`src/rtl/ws_pe_mac_v2.sv`:
```
// ws_pe_mac_v2: weight-stationary processing element with a bank of stationary weights.
//
// A valid/ready weight stream fills a NUM_W-entry bank, wrapping so later weights overwrite
// earlier ones. In COMPUTE, each accepted input is multiplied by bank[w_sel], signed or unsigned
// per the mode latched on the first weight of a load, and accumulated. Every accepted input is
// forwarded to the neighbouring PE one cycle later. The final input of a pass moves the FSM to
// DRAIN, where the result is offered over a valid/ready handshake.
//
// Build option:
//   PE_SAT_EN  defined   -> accumulator saturates to the mode's min/max, w_ovf is sticky
//              undefined -> accumulator wraps modulo 2^ACC_WIDTH, w_ovf is tied to 0
//
// Ports:
//   w_clk, w_rst              clock, synchronous active-high reset
//   w_signed                  operand mode, latched on the first weight accepted from IDLE
//   w_wt_valid/ready/data/last weight stream
//   w_sel                     bank index used for compute (out-of-range selects a weight of 0)
//   w_in_valid/ready/data/last input stream
//   w_fwd_valid/data          registered copy of each accepted input (systolic output)
//   w_out_valid/ready/data    result handshake; w_out_data is the accumulator
//   w_reuse                   at result handshake: 1 = keep weights, return to COMPUTE
//   w_count                   saturating count of inputs accepted in the current pass
//   w_ovf                     sticky overflow flag
//   w_state                   FSM state (IDLE=0, LOAD=1, COMPUTE=2, DRAIN=3)
module ws_pe_mac_v2 #(
    parameter int unsigned WIDTH     = 16,
    parameter int unsigned ACC_WIDTH = 40,
    parameter int unsigned NUM_W     = 4,
    parameter int unsigned CNT_WIDTH = 16
) (
    input  logic                     w_clk,
    input  logic                     w_rst,
    input  logic                     w_signed,
    input  logic                     w_wt_valid,
    output logic                     w_wt_ready,
    input  logic [WIDTH-1:0]         w_wt_data,
    input  logic                     w_wt_last,
    input  logic [$clog2(NUM_W)-1:0] w_sel,
    input  logic                     w_in_valid,
    output logic                     w_in_ready,
    input  logic [WIDTH-1:0]         w_in_data,
    input  logic                     w_in_last,
    output logic                     w_fwd_valid,
    output logic [WIDTH-1:0]         w_fwd_data,
    output logic                     w_out_valid,
    input  logic                     w_out_ready,
    output logic [ACC_WIDTH-1:0]     w_out_data,
    input  logic                     w_reuse,
    output logic [CNT_WIDTH-1:0]     w_count,
    output logic                     w_ovf,
    output logic [1:0]               w_state
);

    localparam int unsigned SEL_W = $clog2(NUM_W);

    typedef enum logic [1:0] {
        StIdle    = 2'd0,
        StLoad    = 2'd1,
        StCompute = 2'd2,
        StDrain   = 2'd3
    } state_e;

    state_e               state_q, state_d;
    logic [WIDTH-1:0]     bank_q [NUM_W];
    logic [SEL_W-1:0]     wptr_q;
    logic                 signed_q;
    logic [ACC_WIDTH-1:0] acc_q;
    logic [CNT_WIDTH-1:0] count_q;
    logic                 fwd_valid_q;
    logic [WIDTH-1:0]     fwd_data_q;

    logic wt_fire, in_fire, out_fire;

    // Handshake readies decode the state register only.
    assign w_wt_ready  = (state_q == StIdle) || (state_q == StLoad);
    assign w_in_ready  = (state_q == StCompute);
    assign w_out_valid = (state_q == StDrain);

    assign wt_fire  = w_wt_valid & w_wt_ready;
    assign in_fire  = w_in_valid & w_in_ready;
    assign out_fire = w_out_valid & w_out_ready;

    always_comb begin
        state_d = state_q;
        unique case (state_q)
            StIdle:    if (wt_fire) state_d = w_wt_last ? StCompute : StLoad;
            StLoad:    if (wt_fire && w_wt_last) state_d = StCompute;
            StCompute: if (in_fire && w_in_last) state_d = StDrain;
            StDrain:   if (out_fire) state_d = w_reuse ? StCompute : StIdle;
            default:   state_d = StIdle;
        endcase
    end

    // Weight select; a non-power-of-two bank needs a guard for unused indices.
    logic [WIDTH-1:0] wt_cur;
    if (NUM_W == (1 << SEL_W)) begin : g_sel_full
        assign wt_cur = bank_q[w_sel];
    end else begin : g_sel_guard
        assign wt_cur = (32'(w_sel) < NUM_W) ? bank_q[w_sel] : '0;
    end

    // Extending both operands to 2*WIDTH per mode makes one multiplier serve both modes:
    // the low 2*WIDTH bits of the product are the exact signed or unsigned result.
    logic [2*WIDTH-1:0]     op_w, op_x, prod;
    logic signed [2*WIDTH:0] prod_sx;
    logic [ACC_WIDTH-1:0]   prod_ext;
    logic [ACC_WIDTH-1:0]   acc_sum;

    always_comb begin
        op_w     = {{WIDTH{signed_q & wt_cur[WIDTH-1]}}, wt_cur};
        op_x     = {{WIDTH{signed_q & w_in_data[WIDTH-1]}}, w_in_data};
        prod     = op_w * op_x;
        prod_sx  = {signed_q & prod[2*WIDTH-1], prod};
        prod_ext = ACC_WIDTH'(prod_sx);
    end

`ifdef PE_SAT_EN
    logic [ACC_WIDTH:0] sum_x;
    logic               ovf_now;
    logic               ovf_q;

    always_comb begin
        sum_x   = {signed_q & acc_q[ACC_WIDTH-1], acc_q}
                + {signed_q & prod_ext[ACC_WIDTH-1], prod_ext};
        // Signed: top two bits disagree. Unsigned: carry out.
        ovf_now = signed_q ? (sum_x[ACC_WIDTH] != sum_x[ACC_WIDTH-1]) : sum_x[ACC_WIDTH];
        acc_sum = sum_x[ACC_WIDTH-1:0];
        if (ovf_now) begin
            if (!signed_q) begin
                acc_sum = '1;
            end else if (sum_x[ACC_WIDTH]) begin
                acc_sum = {1'b1, {(ACC_WIDTH-1){1'b0}}};
            end else begin
                acc_sum = {1'b0, {(ACC_WIDTH-1){1'b1}}};
            end
        end
    end

    always_ff @(posedge w_clk) begin
        if (w_rst) begin
            ovf_q <= 1'b0;
        end else if (out_fire) begin
            ovf_q <= 1'b0;
        end else if (in_fire && ovf_now) begin
            ovf_q <= 1'b1;
        end
    end

    assign w_ovf = ovf_q;
`else
    assign acc_sum = acc_q + prod_ext;
    assign w_ovf   = 1'b0;
`endif

    always_ff @(posedge w_clk) begin
        if (w_rst) begin
            state_q     <= StIdle;
            for (int i = 0; i < int'(NUM_W); i++) bank_q[i] <= '0;
            wptr_q      <= '0;
            signed_q    <= 1'b0;
            acc_q       <= '0;
            count_q     <= '0;
            fwd_valid_q <= 1'b0;
            fwd_data_q  <= '0;
        end else begin
            state_q     <= state_d;
            fwd_valid_q <= in_fire;

            if (wt_fire) begin
                bank_q[wptr_q] <= w_wt_data;
                if (state_q == StIdle) signed_q <= w_signed;
                if (w_wt_last) begin
                    wptr_q <= '0;
                end else if (wptr_q == SEL_W'(NUM_W - 1)) begin
                    wptr_q <= '0;
                end else begin
                    wptr_q <= wptr_q + 1'b1;
                end
            end

            if (in_fire) begin
                acc_q      <= acc_sum;
                fwd_data_q <= w_in_data;
                if (count_q != '1) count_q <= count_q + 1'b1;
            end

            if (out_fire) begin
                acc_q   <= '0;
                count_q <= '0;
            end
        end
    end

    assign w_fwd_valid = fwd_valid_q;
    assign w_fwd_data  = fwd_data_q;
    assign w_out_data  = acc_q;
    assign w_count     = count_q;
    assign w_state     = state_q;

endmodule

```
`config.mk`:
```
export PLATFORM = sky130hd
export DESIGN_NAME = ws_pe_mac_v2
export DESIGN_NICKNAME = d
export VERILOG_FILES = /design/src/rtl/ws_pe_mac_v2.sv
export SDC_FILE = /design/constraint.sdc
export NUM_CORES = 1
export LEC_CHECK = 0
export CORE_ASPECT_RATIO = 0.75
export CORE_UTILIZATION = 45
export CTS_CLUSTER_SIZE = 16
export DETAILED_ROUTE_END_ITERATION = 8
export GPL_TIMING_DRIVEN = 0
export MAX_ROUTING_LAYER = met4
export PLACE_DENSITY_LB_ADDON = 0.2
export SYNTH_ARGS = -nofsm -noshare
export SYNTH_HDL_FRONTEND = slang
export SYNTH_SLANG_ARGS = --single-unit
```
`constraint.sdc`:
```
create_clock -name w_clk -period 12.09 [get_ports w_clk]
set_clock_uncertainty 0.15 [all_clocks]
set_input_delay 2.418 -clock w_clk [delete_from_list [all_inputs] [get_ports w_clk]]
set_output_delay 2.418 -clock w_clk [all_outputs]
set_load 0.02 [all_outputs]
```
# ---- Word level (Yosys, flattened, before mapping)
# Memories as Yosys holds them, arrays and structs flattened.
# Index checks and enable logic that the tools add are counted.
# W data, S select, Z words.
dict set report totals {
  reg_bits 78
  n_memories 1
  ramBits 64
  output_inout_bits 79
  latch_bits 0
  in_bits 43
  wordCells 53
  mem_bits_ro 0
}
dict set report op_classes {
  shifts 0
  mux 17
  addsub 3
  n_eq_ne 9
  n_mul 1
  n_bitwise 6
  reduce_logical 9
  n_div 0
  n_lt_le_gt_ge 0
}
# name depth word_bits rd rd_clocked_by_memory_dff write_ports line
set mem_list {}
lappend mem_list {bank_q 4 16 1 0 4 64} ;# logic [WIDTH-1:0] bank_q [NUM_W];
# op n
set ops {}
lappend ops {{$add A40 B40 Y40} 1}
lappend ops {{$mul A17 B17 Y32} 1}
lappend ops {{$mux W2} 9}
lappend ops {{$add A16 B1 Y16 const B} 1}
lappend ops {{$mux W16} 1}
lappend ops {{$ne A16 B16 Y1 const B} 1}
lappend ops {{$reduce_or A16 Y1} 1}
lappend ops {{$pmux W2 S4} 1}
lappend ops {{$and A1 B1 Y1} 6}
lappend ops {{$eq A2 B2 Y1 const B} 3}
lappend ops {{$mux W1} 6}
lappend ops {{$ne A2 B1 Y1 const B} 3}
lappend ops {{$reduce_and A2 Y1} 2}
lappend ops {{$reduce_and A4 Y1} 1}
lappend ops {{$add A2 B1 Y2 const B} 1}
lappend ops {{$eq A2 B1 Y1 const B} 1}
lappend ops {{$logic_and A1 B1 Y1} 2}
lappend ops {{$logic_not A2 Y1} 1}
lappend ops {{$ne A2 B2 Y1 const B} 1}
lappend ops {{$reduce_or A2 Y1} 1}
lappend ops {{$logic_or A1 B1 Y1} 1}

# ---- Logic depth before layout (Yosys ltp)
dict set report logic_depth {
  ltp_word 8
  mapped_depth 37
  ltp_nobuf 35
}

# ---- Worst setup path after synthesis
# OpenSTA, ideal clock, no wires.
dict set report synth_path {
  kind {input to register}
  from {in w_sel[0]}
  to {reg acc_q[35] (netlist: w_out_data[35])}
  required_time_ns 11.870
  setup_slack_ns 1.024
  path_buffers 3
  stages 35
  t_arrival_ns 10.845
  setup_time_ns 0.070
  path_cell_list {buf_6 > buf_1 > mux4_2 > clkbuf_1 > and2_1 > fa_1 > inv_1 > fa_1 > fa_1 > inv_1 > fa_1 > fa_1 > inv_1 > fa_1 > inv_1 > ha_1 > a21o_1 > a21oi_1 > nand2_1 > a21oi_1 > o31a_1 > a21oi_1 > a211oi_1 > inv_1 > a21oi_1 > xnor2_1 > ha_1 > a21oi_1 > nand2_1 > nor4b_4 > o21a_1 > nand4_1 > o2bb2a_1 > or3_1 > a21oi_1}
}
dict set report synth_between {
  elab_chain_len 5
}
# element line
set synth_lines {}
lappend synth_lines {{start: declaration} 38} ;# input logic [$clog2(NUM_W)-1:0] w_sel,
lappend synth_lines {{$mem_v2 Z4 W16 (*)} n/a}
lappend synth_lines {{$and A1 B1 Y1} 110} ;# op_w = {{WIDTH{signed_q & wt_cur[WIDTH-1]}}, wt_cur};
lappend synth_lines {{$mul A17 B17 Y32 (*)} 112} ;# prod = op_w * op_x;
lappend synth_lines {{$and A1 B1 Y1} 113} ;# prod_sx = {signed_q & prod[2*WIDTH-1], prod};
lappend synth_lines {{$add A40 B40 Y40 (*)} 151} ;# assign acc_sum = acc_q + prod_ext;
lappend synth_lines {{end signal: assignment} 182} ;# acc_q <= acc_sum;
lappend synth_lines {{end: declaration} 67} ;# logic [ACC_WIDTH-1:0] acc_q;
# Every way passes the cells marked *; elsewhere a longest branch is shown, timed or not.
# A chain may end at the register's enable or synchronous reset.

# ---- Worst setup path in the final report
dict set report layout_path {
  from {in w_sel[1]}
  to {reg acc_q[35] (netlist: w_out_data[35])}
}
# Same word-level chain as after synthesis.

==> qor.yml <==
routing:
  ant_nets: 0
  vias_per_cell: 5.31
  drc: 0
  initialDrtViolationCount: 964
  routed_wl_um: 51500
  vias: 13600
  dr.pass1.iters: 5
  wl_per_cell_um: 20.1
global_routing:
  antenna_found_initial: 1
  grt_usage: 0.278
  grt_overflow_total: 0
  grt_pass1_wl_um: 82500
  grt_max_degree: 17
  first_global_vias: 14500
critical_path:
  cp.required_ns: 12.33
  worstSetupStartpoint: "w_sel[1]"
  path_common_cell: "fa_1"
  reg2reg_from: "signed_q"
  crit_type: "in -> reg"
  path_buf_inv: 7
  worstSetupEndpointType: "flop"
  crit_path_max_fanout: 10
  slowest_delay_ns: 0.59
  arrival_ns: 11.71
  cp-start-kind: "input port"
  crit_slowest_cell: "fa_1"
  cp_top_family: "adder cells"
die:
  die_area_um2: 40700
  design.portCount: 122
  num_rows: 62
  fp.coreArea_um2: 38800
  die-width_um: 233
  die_y_um: 175
  initial_core_util: 0.463
sta:
  worstMarginPinSlew_ns: 1.25
  slew_headroom: 0.153
  final_hold_viol_count: 0
  finalCriticalPeriod_ns: 11.47
  slew_violations: 0
  fin_crit_sh: 0.949
  fmax_mhz: 87.2
  rsz0062_at_grt: "no"
  setup_viol: 0
cells_and_area:
  area.growth.synth_to_final_pct: 12.9
  final_cells: 2561
  multi_input_area_um2: 13000
  regArea_um2: 3480
  nFillCells: 3621
  drive_gt1_frac: 0.0376
  nets: 2477
clocking:
  cts-buffers-inserted: 17
  tritoncts: "done"
  cts.sinks: 142
  htree_levels: 4
  clock_path_buffers: 2
  clockRootBuffer: "clkbuf_16"
  clk_pin_slew_ns: 0.07
  clk-insertion-delay-late_ns: 0.46
worst_hold_path:
  hold_class: "reg -> reg"
  hold_path_startpoint: "w_fwd_data[14]"
yosys:
  synthArstFlopShare: 0
  yosysMostFrequentCell: "inv_1"
  yosysSeqAreaShare: 0.194
  synth_top_area_frac: 0.316
  synth.avg_cell_area_um2: 9.40
  synth_common_cells: "inv_1 (316), fa_1 (283), nand2_1 (241)"
  synth_flop_cell: "dfxtp_1"
  syn_area_um2: 17900
  synthCells: 1908
  ys.warnings.count: 0
  netlist-cell-type-count: 74
  synth_top_cell_by_area: "fa_1"
  syn_nets: 2350
  synth_edf_count: 64
  netlist_top_cells_area: "fa_1 (32%), edfxtp_1 (11%), dfxtp_1 (8.7%)"
  ys_ff_latch: 142
status:
  status: "finished, final reports clean"
job:
  drv_cap: 0
placed_design:
  place_hpwl_um: 41400
  dp_cells: 2531
  gp_congestion: 0.949
  io_buffers: 111
==> worst reg2reg max path: cells and delay by family (launching register included) <==
family | cells | cell delay (ns)
flip-flops | 1 | 0.53
AND/OR/NAND/NOR | 7 | 1.64
AO/OA/AOI/OAI | 8 | 1.67
adder cells (fa/ha/maj) | 8 | 4.13
buffers and inverters | 4 | 1.26
XOR/XNOR | 1 | 0.16
==> per-stage QoR <==
step	util	TNS, ns	hold slack (ns)	worst slack [ns]	cell area [um2]
6_report	0.522	0	0.306	0.619	20300
3_5_place_dp	0.508	-2.34	0.300	-0.518	19700
3_3_place_gp	0.508	-2.58	0.295	-0.549	19700
2_1_floorplan	-	0	0.383	1.02	17900
4_1_cts	0.522	0	0.310	0.249	20200
5_1_grt	0.522	0	0.330	0.0129	20200
==> layer usage <==
metal | vias to the layer above | global-route usage | share of wire
met1 | 6789 | 0.391 | 0.46
met5 | - | - | 0
met3 | 48 | 0.0669 | 0.083
met4 | 0 | 0.0629 | 0.019
li1 | 6302 | - | -
met2 | 472 | 0.406 | 0.44
==> worst paths after layout <==
check	endpoint	slack, ns	depth (start not counted)
worst min register to register	w_fwd_data[14]	0.31	2
worst min-delay path	w_fwd_data[14]	0.31	2
worst max-delay path	w_out_data[35]	0.62	34
worst max register to register	w_out_data[35]	2.49	28
==> sequential cells by signal, summed over array words and instances, names as in the netlist <==
register     count
w_out_data      40
w_fwd_valid      1
wptr_q           2
w_state          2
bank_q          64
signed_q         1
w_fwd_data      16
w_count         16
==> final cells by class <==
| cell class | count | area share |
|---|---|---|
| well taps | 512 | 0.0316 |
| clock inverters | 11 | 0.00525 |
| diodes | 1 | 0.000124 |
| plain buffers | 72 | 0.0141 |
| clock buffers | 21 | 0.0224 |
| flip-flops and latches | 142 | 0.172 |
| inverters | 316 | 0.0586 |
| multi-input cells | 1375 | 0.641 |
| repair buffers | 111 | 0.0549 |
==> kinds of logic (layout without fill, tap and decap cells) <==
| logic type | after synthesis | in the layout | synth area share |
|---|---|---|---|
| multiplexers | 19 | 19 | 0.0218 |
| AO/OA/AOI/OAI | 252 | 252 | 0.0886 |
| AND/OR/NAND/NOR | 623 | 623 | 0.175 |
| buffers and inverters | 391 | 531 | 0.0824 |
| other | 1 | 2 | 0.000209 |
| adder cells (fa/ha/maj) | 399 | 399 | 0.397 |
| XOR/XNOR | 81 | 81 | 0.0414 |
| flip-flops | 142 | 142 | 0.194 |
==> cell usage in the layout, fill, tap and decap left out, types with 4 or more instances in the layout <==
cell	instances
and3_1	11
xnor2_1	57
nor4_1	7
and2_1	203
xor2_1	21
fa_1	283
clkbuf_16	17
inv_1	316
a211oi_1	12
nand2b_1	12
nand3_1	19
clkbuf_2	5
dfxtp_1	78
or2_2	6
nand4_1	7
ha_1	116
nor3_1	16
a21o_1	29
o21bai_1	8
o21ai_0	42
clkdlybuf4s50_1	111
nor2_1	68
edfxtp_1	64
nor2b_1	4
or3_1	13
clkbuf_1	62
buf_1	5
nand2_1	241
inv_6	5
mux4_2	16
o21a_1	12
a21oi_1	106
==> timing repair <==
action	in CTS	in global routing
resized for setup	1	8
buffers inserted	0	0
setup endpoints to repair	1	8
hold buffers	0	0
Power is left out: the tool's default activity adds up to more than one toggle a clock period on the data nets, which glitch-free logic cannot reach.
